### src/rtl/gpio_hm2_adapter_pkg.sv
// Shared definitions for the HostMot2 <-> DE0-Nano GPIO pad adapter.
// Holds the board geometry, the timing defaults and the adapter state encoding.
package gpio_hm2_adapter_pkg;

   localparam int unsigned IOWidth        = 72;
   localparam int unsigned NumGPIO        = 2;
   localparam int unsigned MuxGPIOIOWidth = 36;
   localparam int unsigned LEDCount       = 2;
   localparam int unsigned HoldoffCycles  = 1024;
   localparam int unsigned StretchCycles  = 5000000;

   // Visible on adapter_state; 2'd3 is unused and recovers to SAFE.
   typedef enum logic [1:0] {
      HOLDOFF = 2'd0,
      RUN     = 2'd1,
      SAFE    = 2'd2
   } adapter_state_t;

endpackage

### src/rtl/gpio_hm2_adapter_led_stretch.sv
// LED pulse stretcher: keeps a board LED lit for at least StretchCycles after
// each rising edge of the core's LED request. A new edge while counting retriggers.
// Ports:
//   clklow_i   system clock
//   reset_i    synchronous active-high reset
//   led_req_i  LED request from the core
//   led_o      registered, stretched LED drive (1 = lit)
module gpio_hm2_adapter_led_stretch #(
   parameter int unsigned StretchCycles = 5000000
) (
   input  logic clklow_i,
   input  logic reset_i,
   input  logic led_req_i,
   output logic led_o
);

   localparam int unsigned CntW = $clog2(StretchCycles) + 1;

   logic            req_q;
   logic            led_q, led_d;
   logic [CntW-1:0] cnt_q, cnt_d;

   always_comb begin
      cnt_d = cnt_q;
      if (led_req_i && !req_q) begin
         cnt_d = CntW'(StretchCycles - 1);
      end else if (cnt_q != '0) begin
         cnt_d = cnt_q - CntW'(1);
      end
      led_d = led_req_i | (cnt_q != '0);
   end

   always_ff @(posedge clklow_i) begin
      if (reset_i) begin
         req_q <= 1'b0;
         cnt_q <= '0;
         led_q <= 1'b0;
      end else begin
         req_q <= led_req_i;
         cnt_q <= cnt_d;
         led_q <= led_d;
      end
   end

   assign led_o = led_q;

endmodule

### src/rtl/gpio_hm2_adapter.sv
// Pad-side stage between HostMot2 IOBits and the two DE0-Nano GPIO headers.
// Identity pin mapping, 2-FF input synchronizers, registered outputs/enables,
// tri-state holdoff after reset or a watchdog bite, and LED stretching.
// Ports:
//   clklow, reset          clock and synchronous active-high reset
//   hm2_out/hm2_oe/hm2_in  core side data, enable (1=drive), synchronized inputs
//   hm2_leds               core LED requests
//   hm2_wd_bite            core watchdog bite (level)
//   safe_clear             pulse that leaves SAFE
//   gpio_in/out/oe         header pad side
//   led_out                board LEDs
//   adapter_state          HOLDOFF=0, RUN=1, SAFE=2
module gpio_hm2_adapter #(
   parameter int unsigned IOWidth        = gpio_hm2_adapter_pkg::IOWidth,
   parameter int unsigned NumGPIO        = gpio_hm2_adapter_pkg::NumGPIO,
   parameter int unsigned MuxGPIOIOWidth = gpio_hm2_adapter_pkg::MuxGPIOIOWidth,
   parameter int unsigned LEDCount       = gpio_hm2_adapter_pkg::LEDCount,
   parameter int unsigned HoldoffCycles  = gpio_hm2_adapter_pkg::HoldoffCycles,
   parameter int unsigned StretchCycles  = gpio_hm2_adapter_pkg::StretchCycles,
   parameter int unsigned BoardAdaptor   = 0
) (
   input  logic                clklow,
   input  logic                reset,
   input  logic [IOWidth-1:0]  hm2_out,
   input  logic [IOWidth-1:0]  hm2_oe,
   output logic [IOWidth-1:0]  hm2_in,
   input  logic [LEDCount-1:0] hm2_leds,
   input  logic                hm2_wd_bite,
   input  logic                safe_clear,
   input  logic [IOWidth-1:0]  gpio_in,
   output logic [IOWidth-1:0]  gpio_out,
   output logic [IOWidth-1:0]  gpio_oe,
   output logic [LEDCount-1:0] led_out,
   output logic [1:0]          adapter_state
);

   import gpio_hm2_adapter_pkg::*;

   localparam int unsigned HoldW = (HoldoffCycles > 1) ? $clog2(HoldoffCycles) : 1;

   if (BoardAdaptor != 0) begin : g_bad_adaptor
      $error("gpio_hm2_adapter: only BoardAdaptor=0 (STRAIGHT) is supported");
   end
   if (IOWidth != NumGPIO * MuxGPIOIOWidth) begin : g_bad_width
      $error("gpio_hm2_adapter: IOWidth must equal NumGPIO*MuxGPIOIOWidth");
   end
   if (HoldoffCycles < 1 || StretchCycles < 1) begin : g_bad_timing
      $error("gpio_hm2_adapter: HoldoffCycles and StretchCycles must be >= 1");
   end

   logic [IOWidth-1:0] sync1_q, sync2_q;
   logic [IOWidth-1:0] gpio_out_q;
   logic [IOWidth-1:0] gpio_oe_q, gpio_oe_d;
   adapter_state_t     state_q, state_d;
   logic [HoldW-1:0]   hold_cnt_q, hold_cnt_d;

   always_comb begin
      state_d    = state_q;
      hold_cnt_d = HoldW'(HoldoffCycles - 1);
      case (state_q)
         HOLDOFF: begin
            if (hm2_wd_bite) begin
               state_d = SAFE;
            end else if (hold_cnt_q == '0) begin
               state_d = RUN;
            end else begin
               hold_cnt_d = hold_cnt_q - HoldW'(1);
            end
         end
         RUN: begin
            if (hm2_wd_bite) state_d = SAFE;
         end
         SAFE: begin
            if (safe_clear && !hm2_wd_bite) state_d = HOLDOFF;
         end
         default: state_d = SAFE;
      endcase
      // Enables drive only once RUN is established, and drop on the bite edge itself.
      gpio_oe_d = (state_q == RUN && state_d == RUN) ? hm2_oe : '0;
   end

   always_ff @(posedge clklow) begin
      if (reset) begin
         sync1_q    <= '0;
         sync2_q    <= '0;
         gpio_out_q <= '0;
         gpio_oe_q  <= '0;
         state_q    <= HOLDOFF;
         // Preloaded so the holdoff length counts from reset release.
         hold_cnt_q <= HoldW'(HoldoffCycles - 1);
      end else begin
         sync1_q    <= gpio_in;
         sync2_q    <= sync1_q;
         gpio_out_q <= hm2_out;
         gpio_oe_q  <= gpio_oe_d;
         state_q    <= state_d;
         hold_cnt_q <= hold_cnt_d;
      end
   end

   for (genvar i = 0; i < int'(LEDCount); i++) begin : g_led
      gpio_hm2_adapter_led_stretch #(
         .StretchCycles(StretchCycles)
      ) u_led_stretch (
         .clklow_i (clklow),
         .reset_i  (reset),
         .led_req_i(hm2_leds[i]),
         .led_o    (led_out[i])
      );
   end

   assign hm2_in        = sync2_q;
   assign gpio_out      = gpio_out_q;
   assign gpio_oe       = gpio_oe_q;
   assign adapter_state = state_q;

endmodule

### config.mk
export PLATFORM = sky130hd
export DESIGN_NAME = gpio_hm2_adapter
export DESIGN_NICKNAME = d
export VERILOG_FILES = /design/src/rtl/gpio_hm2_adapter_pkg.sv /design/src/rtl/gpio_hm2_adapter_led_stretch.sv /design/src/rtl/gpio_hm2_adapter.sv
export SDC_FILE = /design/constraint.sdc
export NUM_CORES = 1
export LEC_CHECK = 0
export ABC_CLOCK_PERIOD_IN_PS = 4100
export CORE_MARGIN = 4
export CORE_UTILIZATION = 40
export DETAILED_ROUTE_END_ITERATION = 10
export PLACE_DENSITY = 0.75
export SLEW_MARGIN = 20
export SYNTH_ARGS = -nofsm -noshare
export SYNTH_HDL_FRONTEND = slang
export SYNTH_SLANG_ARGS = --single-unit
export TNS_END_PERCENT = 5
### constraint.sdc
create_clock -name clklow -period 4.1 [get_ports clklow]
set_clock_uncertainty 0.2 [all_clocks]
set_input_delay 0.82 -clock clklow [delete_from_list [all_inputs] [get_ports clklow]]
set_output_delay 0.82 -clock clklow [all_outputs]
set_load 0.005 [all_outputs]
==> impl_metrics.toml <==
[hold_path]
hold_class = "flop to flop"

[cells_and_area]
design_area_mm2 = 0.0167
layout-drive-gt1-share = 0.0541
area_growth_pct = 55.7
fin_nets = 1623

[setup_path]
end_kind = "flop"
crit_required_ns = 4.24
crit_path_start_kind = "flop"
crit_type = "flop to flop"
crit_arrival_ns = 2.73
crit_slowest_cell = "or4b_4"
cp_slowest_stage_delay_ns = 0.53
worstPathCellList = "inv_1 > ha_1 > nor3b_1 > nand2_1 > or4b_4 > o41ai_1 > a31oi_1"
critPathMaxFanout = 5
path_buf_inv = 1
critPathTopFamily = "simple AND/OR/NAND/NOR gates"

[logic_synthesis]
seq_area_frac_synth = 0.656
ys_warn_count = 0
synth_cell_types = 50
ys_ff_latch = 352
synth_area_mm2 = 0.0107
synth_fp_nets = 1183
synthCells = 956
avgSynthCellArea_um2 = 11.2

[grt]
overflow = 0
grt_util_all_layers = 0.196
antenna_found_initial = 4
grt_start_max_net_pins = 245
grt_pass1_vias = 7690
grt-busiest-layer = "met2"
grtUsageMet2 = 0.338
use_met1 = 0.225
grt_pass1_wl_mm = 44.4
use_met3 = 0.0777

[pwr]
p_leak_nw = 6.41
p_per_area_mw_per_mm2 = 465
power.total_mw = 7.79
irDropWorstVdd_v = 0.000342

[cts]
cts_hold_buffers = 0
cts_setup_buffers = 0
cts_resized = 0
clock_latency_ns = 0.51
cts_buffers = 38
cts-root-buf = "clkbuf_16"
numClockSinks = 352
cts_tree = "built"
clk_path_buf_depth = 3
path_clk_slew_ns = 0.06
htreeDepth = 2

[floorplanning]
rows = 59
io_pins = 442
core_area_mm2 = 0.0262
die_w_um = 172
dieArea_mm2 = 0.0295
initial_utilization = 0.410
die_height_um = 172

[sta]
setup_viol = 0
rsz0062_at_grt = "false"
max_freq_mhz = 386
fin_crit_ns = 2.59
tightestPinTransition_ns = 1.09
fin_crit_sh = 0.632
maxSlewViolCount = 0
layout_setup_ws_ns = 1.51
whs_ns = 0.196
tns_ns = 0
hold_viol = 0
relSlewSlack = 0.272

[detailed_routing]
vias_per_cell = 4.49
post-route-drc-count = 0
routed_wirelength_mm = 31.7
drt_pass1_iterations = 4
vias = 7895
dr.first_iter.drc_count = 381
post_drt_wl_per_cell_um = 18.0
antenna_left = 0

[job]
maxCapViolCount = 0

[placement]
port_buffers = 441
placed_cell_area_mm2 = 0.0154
pre_cts_ws_ns = 1.01
gp_congestion = 0.789
dp.final_hpwl_mm = 23.7

[outcome]
status = "complete, no violations"
sequential cells by signal (all words and copies together) (netlist names):
name / flops
sync1_q: 72
g_led.u_led_stretch.cnt_q: 48
g_led.u_led_stretch.req_q: 2
adapter_state: 2
gpio_oe: 72
g_led.u_led_stretch.led_o: 2
hold_cnt_q: 10
gpio_out: 72
hm2_in: 72
area by class of cell:
type,count,area [um2]
Fill cell,2060,9470
Sequential cell,352,7050
Timing Repair Buffer,443,4440
Multi-Input combinational cell,550,3490
Clock buffer,54,1120
Tap cell,335,419
Clock inverter,12,164
Inverter,11,41.3
Antenna cell,2,5.00
final timing paths:
kind | start | endpoint | slack, ns | depth (start not counted)
max | g_led[0].u_led_stretch.cnt_q[0] | g_led[0].u_led_stretch.cnt_q[18] | 1.51 | 7
min | hold_cnt_q[0] | hold_cnt_q[0] | 0.20 | 1
max reg2reg | g_led[0].u_led_stretch.cnt_q[0] | g_led[0].u_led_stretch.cnt_q[18] | 1.51 | 7
min reg2reg | hold_cnt_q[0] | hold_cnt_q[0] | 0.20 | 1
cell usage after synthesis (all sizes together):
library cell	number	area (um2)
dfxtp	352	7050
nor2b	217	1360
and2	74	463
nor2	43	164
clkbuf	40	150
a21oi	29	149
nand2	20	75.1
xnor2	18	158
xor2	18	158
nor3	17	90.1
o21ai	12	60.1
inv	11	41.3
nor4	11	83.8
or3	9	56.3
or4	9	75.1
nand4	8	50.1
nand3	7	35.0
o211ai	6	45.0
a31oi	5	31.3
ha	5	62.6
nand4b	5	43.8
nand2b	4	25.0
nor4b	4	56.3
a311oi	3	26.3
buf	3	22.5
nand3b	3	22.5
o31ai	3	22.5
and3	2	12.5
nor3b	2	15.0
o31a	2	17.5
o41ai	2	17.5
a2111oi	1	8.76
a211o	1	8.76
a211oi	1	7.51
a31o	1	8.76
and4	1	8.76
and4bb	1	12.5
mux2	1	11.3
o21bai	1	7.51
o311ai	1	8.76
or2	1	6.26
or3b	1	8.76
or4b	1	13.8
cells by family (layout without fill, tap and decap cells):
| kind of cell | after synthesis | count (layout) | share of synthesized area |
|---|---|---|---|
| flops | 352 | 352 | 0.656 |
| simple gates | 440 | 440 | 0.249 |
| buf+inv | 54 | 520 | 0.0199 |
| fa+ha+maj | 5 | 5 | 0.00582 |
| compound gates | 68 | 68 | 0.0390 |
| other cells | 0 | 2 | 0 |
| xor+xnor | 36 | 36 | 0.0293 |
| mux | 1 | 1 | 0.00105 |
power by group:
| part | switching [mW] | total (mW) | internal, mW |
|---|---|---|---|
| Combinational | 0.265 | 0.697 | 0.432 |
| Sequential | 0.0644 | 3.63 | 3.56 |
| Clock | 1.31 | 3.46 | 2.15 |
| Total | 1.64 | 7.79 | 6.15 |
layer usage:
layer  vias up  part of all wire
li1       3969                 -
met1      3602              0.38
met2       265              0.50
met3        55             0.098
met4         4             0.022
met5         -           0.00085
metrics by stage:
step                instances  utilization
floorplan                 956            -
global placement         1691        0.589
detailed placement       1691        0.589
CTS                      1757        0.638
global route             1759        0.638
finish                   1759        0.638
placed cells by master (no fill, tap or decap), drive strengths merged, types with 2 or more instances in the layout:
| master | count |
|---|---|
| xor2 | 18 |
| bufinv | 4 |
| and3 | 2 |
| diode | 2 |
| o211ai | 6 |
| nand2 | 20 |
| nand4b | 5 |
| nor4 | 11 |
| o21ai | 12 |
| clkdlybuf4s50 | 440 |
| a31oi | 5 |
| or3 | 9 |
| nand2b | 4 |
| nor2b | 217 |
| nor4b | 4 |
| nand4 | 8 |
| clkinv | 7 |
| dfxtp | 352 |
| inv | 12 |
| nor2 | 43 |
| clkbuf | 54 |
| ha | 5 |
| or4 | 9 |
| buf | 3 |
| xnor2 | 18 |
| a21oi | 29 |
| a311oi | 3 |
| nor3b | 2 |
| nand3 | 7 |
| nor3 | 17 |
| o31a | 2 |
| nand3b | 3 |
| and2 | 74 |
| o41ai | 2 |
| o31ai | 3 |
(Power assumes the default switching activity.)
